<file path="src/rtl/calc_pkg.sv">
// Shared types and constants for the calculator result path.
// Holds the converter FSM encoding and the leading-zero blanking rule.
package calc_pkg;

    typedef enum logic [1:0] {
        IDLE  = 2'd0,
        SHIFT = 2'd1,
        DONE  = 2'd2
    } state_t;

    localparam int BCD_DIGITS  = 4;
    localparam int MAX_DISPLAY = 9999;
    localparam int BIN_W       = 16;
    localparam int BCD_W       = 20;

    // The ones digit is never blanked, so a zero result still shows "0".
    function automatic logic [3:0] blank_mask(input logic [3:0] n4,
                                              input logic [3:0] n3,
                                              input logic [3:0] n2,
                                              input logic       ovf);
        logic [3:0] m;
        m    = 4'b0000;
        m[3] = (n4 == 4'd0);
        m[2] = m[3] & (n3 == 4'd0);
        m[1] = m[2] & (n2 == 4'd0);
        m[0] = 1'b0;
        if (ovf) m = 4'b0000;
        return m;
    endfunction

endpackage

</file>
<file path="src/rtl/bcd_dabble_step.sv">
// Add-3 correction over a 20-bit packed BCD word, applied before each
// double-dabble shift so no nibble exceeds 9 after doubling.
module bcd_dabble_step
    import calc_pkg::*;
(
    input  logic [BCD_W-1:0] i_bcd,
    output logic [BCD_W-1:0] o_bcd
);

    for (genvar g = 0; g < BCD_W / 4; g++) begin : g_nibble
        logic [3:0] w_nib;
        assign w_nib              = i_bcd[g*4 +: 4];
        assign o_bcd[g*4 +: 4]    = (w_nib >= 4'd5) ? (w_nib + 4'd3) : w_nib;
    end

endmodule

</file>
<file path="src/rtl/value_to_digits.sv">
// Sequential binary-to-BCD converter with leading-zero blanking, overflow
// flag and a free-running digit scanner for the 7-segment driver.
module value_to_digits
    import calc_pkg::*;
#(
    parameter int SCAN_DIV = 50000
)
(
    input  logic              clk,
    input  logic              reset,
    input  logic [BIN_W-1:0]  value,
    input  logic              load,
    output logic              busy,
    output logic              done,
    output logic [3:0]        num1,
    output logic [3:0]        num2,
    output logic [3:0]        num3,
    output logic [3:0]        num4,
    output logic [3:0]        blank,
    output logic              overflow,
    output logic [1:0]        scan_sel,
    output logic [3:0]        scan_digit,
    output logic              scan_blank,
    output state_t            dbg_state
);

    localparam int                SCAN_W    = (SCAN_DIV > 1) ? $clog2(SCAN_DIV) : 1;
    localparam logic [SCAN_W-1:0] SCAN_LAST = SCAN_W'(SCAN_DIV - 1);

    state_t              r_state;
    state_t              w_next_state;
    logic [BIN_W-1:0]    r_bin;
    logic [BCD_W-1:0]    r_bcd;
    logic [BCD_W-1:0]    w_bcd_adj;
    logic [3:0]          r_cnt;
    logic [3:0]          r_num1, r_num2, r_num3, r_num4;
    logic [3:0]          r_blank;
    logic                r_ovf;
    logic                r_done;
    logic [SCAN_W-1:0]   r_scan_cnt;
    logic [1:0]          r_scan_sel;

    bcd_dabble_step u_step (
        .i_bcd (r_bcd),
        .o_bcd (w_bcd_adj)
    );

    always_ff @(posedge clk or negedge reset) begin
        if (!reset) r_state <= IDLE;
        else        r_state <= w_next_state;
    end

    // Loads are only accepted in IDLE, which includes the done-pulse cycle.
    always_comb begin
        w_next_state = r_state;
        case (r_state)
            IDLE:    if (load) w_next_state = SHIFT;
            SHIFT:   if (r_cnt == 4'd15) w_next_state = DONE;
            DONE:    w_next_state = IDLE;
            default: w_next_state = IDLE;
        endcase
    end

    always_ff @(posedge clk or negedge reset) begin
        if (!reset) begin
            r_bin   <= '0;
            r_bcd   <= '0;
            r_cnt   <= '0;
            r_num1  <= '0;
            r_num2  <= '0;
            r_num3  <= '0;
            r_num4  <= '0;
            r_blank <= 4'b1110;
            r_ovf   <= 1'b0;
            r_done  <= 1'b0;
        end else begin
            r_done <= 1'b0;
            case (r_state)
                IDLE: begin
                    if (load) begin
                        r_bin <= value;
                        r_bcd <= '0;
                        r_cnt <= '0;
                    end
                end
                SHIFT: begin
                    {r_bcd, r_bin} <= {w_bcd_adj, r_bin} << 1;
                    r_cnt          <= r_cnt + 4'd1;
                end
                DONE: begin
                    r_num1  <= r_bcd[3:0];
                    r_num2  <= r_bcd[7:4];
                    r_num3  <= r_bcd[11:8];
                    r_num4  <= r_bcd[15:12];
                    r_ovf   <= |r_bcd[19:16];
                    r_blank <= blank_mask(r_bcd[15:12], r_bcd[11:8], r_bcd[7:4],
                                          |r_bcd[19:16]);
                    r_done  <= 1'b1;
                end
                default: ;
            endcase
        end
    end

    // Scan prescaler runs regardless of conversion activity.
    always_ff @(posedge clk or negedge reset) begin
        if (!reset) begin
            r_scan_cnt <= '0;
            r_scan_sel <= '0;
        end else if (r_scan_cnt == SCAN_LAST) begin
            r_scan_cnt <= '0;
            r_scan_sel <= r_scan_sel + 2'd1;
        end else begin
            r_scan_cnt <= r_scan_cnt + 1'b1;
        end
    end

    always_comb begin
        scan_digit = r_num1;
        case (r_scan_sel)
            2'd0: scan_digit = r_num1;
            2'd1: scan_digit = r_num2;
            2'd2: scan_digit = r_num3;
            2'd3: scan_digit = r_num4;
            default: scan_digit = r_num1;
        endcase
    end

    assign scan_blank = r_blank[r_scan_sel];
    assign scan_sel   = r_scan_sel;
    assign busy       = (r_state != IDLE) | r_done;
    assign done       = r_done;
    assign num1       = r_num1;
    assign num2       = r_num2;
    assign num3       = r_num3;
    assign num4       = r_num4;
    assign blank      = r_blank;
    assign overflow   = r_ovf;
    assign dbg_state  = r_state;

endmodule

</file>
<file path="config.mk">
export PLATFORM = sky130hd
export DESIGN_NAME = value_to_digits
export DESIGN_NICKNAME = d
export VERILOG_FILES = /design/src/rtl/calc_pkg.sv /design/src/rtl/bcd_dabble_step.sv /design/src/rtl/value_to_digits.sv
export SDC_FILE = /design/constraint.sdc
export NUM_CORES = 1
export LEC_CHECK = 0
export CAP_MARGIN = 20
export CORE_UTILIZATION = 30
export CTS_CLUSTER_SIZE = 12
export DETAILED_ROUTE_END_ITERATION = 6
export HOLD_SLACK_MARGIN = 0.15
export PLACE_DENSITY_LB_ADDON = 0.3
export REMOVE_ABC_BUFFERS = 1
export SYNTH_ARGS = -nofsm -noshare
export SYNTH_HDL_FRONTEND = slang
export SYNTH_SLANG_ARGS = --single-unit
</file>
<file path="constraint.sdc">
create_clock -name clk -period 4.85 [get_ports clk]
set_clock_uncertainty 0.2 [all_clocks]
set_input_delay 0.97 -clock clk [delete_from_list [all_inputs] [get_ports clk]]
set_output_delay 0.97 -clock clk [all_outputs]
set_load 0.02 [all_outputs]
</file>
# After elaboration in Yosys (flattened, before gate mapping)
# Index checks and enable logic that the tools add are counted.
[totals] in_bits=19 reg_bits=82
[classes] n_lt_le_gt_ge=6 addsub=8 bitwise_logic=3 muxes=20 reduce_logical=10 n_eq_ne=9
[op_table] operator="case mux 20 bit (2 select lines)" n=1
[op_table] operator="two-way mux 16 bit" n=2
[op_table] operator="case mux 16 bit (2 select lines)" n=1
[op_table] operator="two-way mux 4 bit" n=6
[op_table] operator="greater-or-equal comparator 4 x 3 -> 1 bit (second input constant)" n=5
[op_table] operator="two-way mux 20 bit" n=1
[op_table] operator="adder 16 x 1 -> 16 bit (second input constant)" n=1
[op_table] operator="adder 4 x 2 -> 4 bit (second input constant)" n=4
[op_table] operator="== test 16 bit (second input constant)" n=1
[op_table] operator="case mux 4 bit (4 select lines)" n=1
[op_table] operator="logical NOT 4 bit" n=3
[op_table] operator="case mux 4 bit (2 select lines)" n=1
[op_table] operator="== test 2 bit (second input constant)" n=3
[op_table] operator="adder 4 x 1 -> 4 bit (second input constant)" n=1
[op_table] operator="== test 2 x 1 -> 1 bit (second input constant)" n=2
[op_table] operator="== test 4 bit (second input constant)" n=1
[op_table] operator="logical NOT 2 bit" n=2
[op_table] operator="two-way mux 2 bit" n=2
[op_table] operator="inequality test 2 bit (second input constant)" n=2
[op_table] operator="case mux 2 bit (2 select lines)" n=1
[op_table] operator="AND reduction 2 bit" n=2
[op_table] operator="nonzero test 2 bit" n=2
[op_table] operator="OR reduction 4 bit" n=1
[op_table] operator="adder 3 x 2 -> 3 bit (second input constant)" n=1
[op_table] operator="other kinds (7)" n=9

# Logic depth before layout (Yosys ltp)
# Gate-level depths: netlist of the first run.
[logic_depth] ltp_word=4 mapped_depth=6 mapped_depth_nobuf=6

# Hierarchy
# A second synthesis of the first run with hierarchy kept.
[unflattened] cells_unflattened=424 area_unflattened_um2=4072.7
[modules_own_cells] module="value_to_digits" area_per_inst_um2=3565.9 cells_per_inst=344 n_inst=1 seq_area_each_um2=2030.7
[modules_own_cells] module="bcd_dabble_step" area_per_inst_um2=506.7 cells_per_inst=80 n_inst=1 seq_area_each_um2=0.0

# Least setup slack after synthesis of the first run
# Ideal clock, no wire load.
[synth_path] path_kind="register -> output" from="reg r_scan_sel[0], in the netlist scan_sel[0]" to="out scan_digit[0]" t_arrival_ps=1447 path_slack_ps=2233 path_buffers=1 path_stages_with_launch=5 cell_sequence="dfrtp_1 > inv_1 > ha_1 > clkbuf_1 > mux2i_1"
[synth_via] elab_chain_cells=2
[synth_lines] item="from (decl)" line_no="value_to_digits.sv:41" rtl="logic [1:0] r_scan_sel;"
[synth_lines] item="from (signal assigned)" line_no="value_to_digits.sv:112" rtl="r_scan_sel <= r_scan_sel + 2'd1;"
[synth_lines] item="== test 2 bit (tied with other cells)" line_no="value_to_digits.sv:120" rtl="case (r_scan_sel)"
[synth_lines] item="case mux 4 bit (4 select lines) (*)" line_no="value_to_digits.sv:120"
[synth_lines] item="to (decl)" line_no="value_to_digits.sv:22" rtl="output logic [3:0] scan_digit,"
# Every way passes the cells marked *; elsewhere a longest branch is shown, timed or not.

# Worst setup path after layout of the first run
[layout_path] from="reg r_scan_sel[0], in the netlist scan_sel[0]" to="out scan_digit[1]"
# The elaborated chain is that of the path after synthesis.

==> flow_summary_export.csv, run 1 <==
group,metric,value,unit
detailed_routing,firstDrtPassIters,5,
detailed_routing,wl_met3,384,microns
layout,drive_gt1_share,9.22,%
min_path,min_path_type,"reg -> reg",
worst_setup_path,cp_cell_sequence,"inv_1 > ha_1 > a222oi_1 > mux2i_1 > clkdlybuf4s50_1",
yosys,synthCells,382,
detailed_routing,wl_met1,4280,microns
worst_setup_path,rrSetupSlack,2.78,ns
timing,setup-violations-final,0,
layout,syn_to_final_growth,24.7,%
timing,slew_headroom,50.9,%
power,irDropWorstVdd,0.180,mV
job,drv_cap,0,
timing,period_share,70.2,%
die,placementRows,41,
placed_design,pre_cts_ws,1.81,ns
worst_setup_path,max_stage_delay,0.55,ns
die,die_h,117,microns
clock_network,cts_sinks,81,
yosys,ys_seq_elements,81,
clock_network,cts.htree.levels,3,
placed_design,gp_congestion,0.775,
global_route,grt_overflow_total,0,
worst_setup_path,slowest_stage,"clkdlybuf4s50_1",
yosys,synthTopCellsByCount,"dfrtp_1, nand2_1, o21ai_0",
power,p_per_area,551,nW/um^2
yosys,yosysSeqAreaShare,51.5,%
worst_setup_path,cp.depth,5,
die,boundaryPins,51,
die,start_util,31.0,%
yosys,synth_edf_count,0,
min_path,hp-start,"blank[2]",
detailed_routing,drt-initial-drc-count,205,
worst_setup_path,r2r-end,"r_bcd[19]",
timing,fmax,294,MHz
timing,worst_pin_slew,0.737,ns
worst_setup_path,critPathLaunchType,"register",
clock_network,cts_inserted_buffers,9,
worst_setup_path,reg2reg_from,"dbg_state[1]",
detailed_routing,final_antenna_net_count,0,
timing,fin_tns_setup,0,ns
global_route,grt_pass1_vias,2838,
yosys,synth_top_area_share,49.5,%
worst_setup_path,critPathTopFamily,"buffers and inverters",
worst_setup_path,arrival,2.24,ns
yosys,yosysMostFrequentCell,"dfrtp_1",
yosys,synthTopCellsByArea,"dfrtp_1, ha_1, o21ai_0",
yosys,async_flop_share,100,%
worst_setup_path,endpoint,"scan_digit[1]",
global_route,grt_usage,13.6,%
timing,slew_viol_final,0,
clock_network,postCtsSetupRepairBufs,0,
global_route,grt_pass1_wl,14200,microns
timing,layout_setup_ws,1.44,ns
yosys,ys_warn_count,0,
clock_network,cts-root-buf,"clkbuf_16",
global_route,grt_max_degree,82,
detailed_routing,routed_via_density,4.82,
worst_setup_path,timing.critical_path.from,"scan_sel[0]",
clock_network,post_cts_resized,0,
clock_network,clock_latency,0.33,ns
clock_network,cts_tree,"yes",
power,total_power,2710,uW
worst_setup_path,path_buf_inv,2,
timing,min_period,3.41,ns
die,die_area,13600,sq um
detailed_routing,routedWlPerCell,14.3,microns
layout,nets,467,
yosys,synth_area_per_cell,10.3,sq um
detailed_routing,finalWirelength,8680,microns
worst_setup_path,critPathCaptureType,"output port",
timing,hold_violations,0,
worst_setup_path,worstRegToRegCells,4,
detailed_routing,routed-via-count,2923,
worst_setup_path,crit_required,3.68,ns
yosys,ys.flop_type,"dfrtp_1",
placed_design,hpwl,5850,microns
worst_setup_path,crit_fanout,6,
detailed_routing,wl_met2,3910,microns
yosys,synth_top_area_cell,"dfrtp_1",
detailed_routing,drc_errors,0,
die,die_w,117,microns
clock_network,cts_buffer_depth,2,
timing,rsz0062_at_grt,"false",
global_route,antenna_found_initial,0,
run_status,status,"finished, final reports clean",
clock_network,clkSlewWorstSetupHoldPaths,0.06,ns
yosys,synth_cell_types,45,
clock_network,ctsHoldBuffers,0,
yosys,syn_area,3940,sq um
worst_setup_path,worstSetupPathType,"reg -> out",
layout,num_antenna_cells,0,
die,core_area,12700,sq um
placed_design,port_buffers,49,
power,p_leak,0.00215,uW
detailed_routing,highest_layer,"met4",
layout by cell type, fill, tap and decap left out, types with 6 or more instances in the layout:
cell type / n
a21oi_1: 6
a22oi_1: 15
buf_4: 6
clkbuf_16: 9
clkdlybuf4s50_1: 48
dfrtp_1: 78
ha_1: 19
inv_1: 19
mux2_2: 11
mux2i_1: 8
nand2_1: 54
nand2b_1: 8
nand3_1: 12
nor2_1: 11
nor3_1: 6
o21ai_0: 46
xnor2_1: 12
xor2_1: 6
metal layers:
layer	track usage, %	vias up
met5	0	-
met4	5.32	0
met3	2.96	6
met2	20.9	62
met1	18.8	1427
li1	-	1428
kinds of logic (layout without fill, tap and decap cells):
| group | Yosys count | in the layout | share of synthesized area [%] |
|---|---|---|---|
| AND/OR/NAND/NOR | 116 | 116 | 14.8 |
| AO/OA/AOI/OAI | 90 | 90 | 14.1 |
| flip-flops | 81 | 81 | 51.5 |
| buffers and inverters | 38 | 90 | 4.29 |
| adder cells (fa/ha/maj) | 19 | 19 | 6.03 |
| multiplexers | 19 | 19 | 5.18 |
| XOR/XNOR | 18 | 18 | 4.00 |
| other | 1 | 1 | 0.0952 |
metrics by stage:
step / utilization (%) / hold WS [ns] / instance area, sq um / instances
CTS: 38.4 / 0.280 / 4880 / 604
global placement: 36.0 / 0.256 / 4580 / 588
detailed placement: 36.0 / 0.270 / 4580 / 588
floorplan: - / 0.237 / 3840 / 363
global route: 38.6 / 0.301 / 4910 / 606
finish: 38.6 / 0.275 / 4910 / 606
tightest hold or removal path: stages (launching register included):
cell and delay, ns:
dfstp_2 0.38, nand2_1 0.05, nand2_1 0.05
area by class of cell:
class                           count  area [sq um]
Timing Repair Buffer               55           553
Tap cell                          172           215
Inverter                           19          71.3
Multi-Input combinational cell    263          1740
Clock buffer                       13           260
Sequential cell                    81          2030
Clock inverter                      3          40.0
Fill cell                        1279          7810
registers in the layout (all words and copies together), names as in the netlist:
signal / cells
done: 1
scan_sel: 2
num3: 4
dbg_state: 2
num2: 4
num4: 4
overflow: 1
r_bcd: 20
num1: 4
r_bin: 16
r_cnt: 4
blank: 3
r_scan_cnt: 16
power by group:
part / leakage, uW / internal, uW / switching, uW
logic: 0.000943 / 446 / 517
registers: 0.00105 / 872 / 187
clock network: 0.000150 / 426 / 262
how the worst min path moves through the flow:
| stage | slack, ns | cells past startpoint | endpoint |
|---|---|---|---|
| 2_1_floorplan | 0.24 | 1 | r_scan_cnt[15] |
| 3_3_place_gp | 0.26 | 1 | r_scan_cnt[15] |
| 3_5_place_dp | 0.27 | 2 | blank[2] |
| 4_1_cts | 0.28 | 2 | blank[2] |
| 5_1_grt | 0.30 | 2 | r_bin[4] |
| 6_report | 0.28 | 2 | blank[2] |
Note: power is estimated with default switching activity, not from simulation.
==> run 2, diff against run 1 <==
==> constraint.sdc (replaced) <==
create_clock -name clk -period 3.5 [get_ports clk]
set_clock_uncertainty 0.2 [all_clocks]
set_input_delay 0.7 -clock clk [delete_from_list [all_inputs] [get_ports clk]]
set_output_delay 0.7 -clock clk [all_outputs]
set_load 0.02 [all_outputs]
==> flow_summary_export.csv, run 2 (synthesis gave the netlist of run 1 again) <==
group,metric,value,unit
run_status,status,"finished, final reports clean",
worst_setup_path,path_buf_inv,2,
die,placementRows,41,
job,drv_cap,0,
detailed_routing,firstDrtPassIters,4,
timing,setup-violations-final,0,
layout,largest_reg_flops,20,
min_path,min_path_type,"reg -> reg",
clock_network,cts_sinks,81,
layout,drive_gt1_share,8.99,%
clock_network,cts.htree.levels,3,
worst_setup_path,crit_required,2.60,ns
global_route,grt_pass1_vias,2936,
worst_setup_path,worstSetupPathType,"reg -> out",
detailed_routing,drt-initial-drc-count,180,
timing,fin_tns_setup,0,ns
worst_setup_path,critPathCaptureType,"output port",
layout,num_antenna_cells,0,
die,die_h,117,microns
clock_network,postCtsSetupRepairBufs,0,
placed_design,hpwl,6090,microns
detailed_routing,routed_via_density,4.82,
worst_setup_path,critPathLaunchType,"register",
power,irDropWorstVdd,0.263,mV
clock_network,cts_inserted_buffers,9,
worst_setup_path,critPathTopFamily,"buffers and inverters",
clock_network,post_cts_resized,0,
worst_setup_path,crit_fanout,6,
layout,syn_to_final_growth,24.3,%
die,die_w,117,microns
global_route,grt_usage,14.4,%
global_route,grt_pass1_wl,15000,microns
layout,fillers,1298,
clock_network,clkSlewWorstSetupHoldPaths,0.06,ns
placed_design,postPlaceCellArea,4590,sq um
detailed_routing,finalWirelength,8990,microns
worst_setup_path,cp_cell_sequence,"inv_1 > ha_1 > a222oi_1 > mux2i_1 > clkdlybuf4s50_1",
power,p_leak,0.00214,uW
worst_setup_path,slowest_stage,"clkdlybuf4s50_1",
placed_design,place_inst,590,
die,core_area,12700,sq um
placed_design,gp_congestion,0.723,
layout,nets,470,
timing,period_share,89.0,%
layout,reg_top3,"r_bcd (20), r_bin (16), r_scan_cnt (16)",
timing,min_period,3.12,ns
layout,layout_common_cells,"dfrtp_1, nand2_1, clkdlybuf4s50_1",
layout,final_util,38.5,%
detailed_routing,routedWlPerCell,14.8,microns
layout,final_cells,606,
timing,slew_headroom,49.2,%
clock_network,cts-root-buf,"clkbuf_16",
global_route,antenna_found_initial,0,
clock_network,clock_latency,0.33,ns
layout,final_common_cell,"dfrtp_1",
timing,worst_pin_slew,0.762,ns
layout,regMostFlops,"r_bcd",
timing,slew_viol_final,0,
die,die_area,13600,sq um
timing,fmax,321,MHz
worst_setup_path,arrival,2.22,ns
detailed_routing,final_antenna_net_count,0,
clock_network,cts_tree,"yes",
global_route,grt_max_degree,82,
clock_network,cts_buffer_depth,2,
worst_setup_path,max_stage_delay,0.55,ns
die,start_util,31.0,%
power,p_per_area,745,nW/um^2
global_route,grt_overflow_total,0,
timing,rsz0062_at_grt,"false",
detailed_routing,drc_errors,0,
placed_design,port_buffers,49,
timing,hold_violations,0,
layout,final_area,4900,sq um
detailed_routing,routed-via-count,2920,
die,boundaryPins,51,
timing,whs,0.272,ns
## run 2: cell types whose count changed in the layout (fill, tap and decap cells not counted)
| cell | before | now |
|---|---|---|
| clkinv_2 | 2 | 1 |
| clkbuf_8 | 2 | 1 |
| dlygate4sd3_1 | 0 | 1 |
| bufinv_16 | 1 | 0 |
| buf_8 | 0 | 1 |
| buf_4 | 6 | 7 |
## run 2: report_power, final
part / switching [uW] / total, uW / internal, uW
registers: 247 / 1460 / 1210
logic: 750 / 1370 / 623
clock network: 335 / 822 / 487
total: 1330 / 3650 / 2320
## run 2: area by class of cell
type                       instances  area (sq um)  area share, %
clock buffer                      12           246           5.03
timing repair buffer              58           586           12.0
clock inverter                     1          5.00          0.102
tap                              172           215           4.39
multi-input combinational        263          1740           35.6
inverter                          19          71.3           1.46
sequential                        81          2030           41.5
## run 2: layer usage
metal  vias up  wire length [microns]  global-route usage [%]
met2        46                   4100                    22.3
met4         0                    115                    6.92
li1       1437                      -                       -
met1      1430                   4520                    20.0
met5         -                      0                       0
met3         7                    252                    1.87
## run 2: per-stage QoR
stage	setup WS [ns]	total power [uW]
after floorplan	0.851	2310
after global placement	0.832	2800
final	0.384	3650
after global routing	0.235	3930
after CTS	0.385	3700
after detailed placement	0.755	2850
## run 2: worst paths after layout
kind,start,end,slack [ns],depth (start not counted)
hold / removal,blank[2],blank[2],0.27,2
hold reg to reg,blank[2],blank[2],0.27,2
setup / recovery,scan_sel[0],scan_digit[2],0.38,5
max in group asynchronous,reset,blank[3],1.92,3
setup reg to reg,r_bcd[0],r_bcd[2],1.51,6
min in group asynchronous,reset,num4[0],0.58,2
## run 2: tightest hold or removal path: stages, from the launching register on
cell and delay (ns):
dfstp_2 0.37, nand2_1 0.05, nand2_1 0.04
## run 2: timing repair
item | in CTS | in global routing
endpoints found under the hold margin | 0 | 9
endpoints found under the setup margin | 0 | 0
hold buffers | 0 | 1
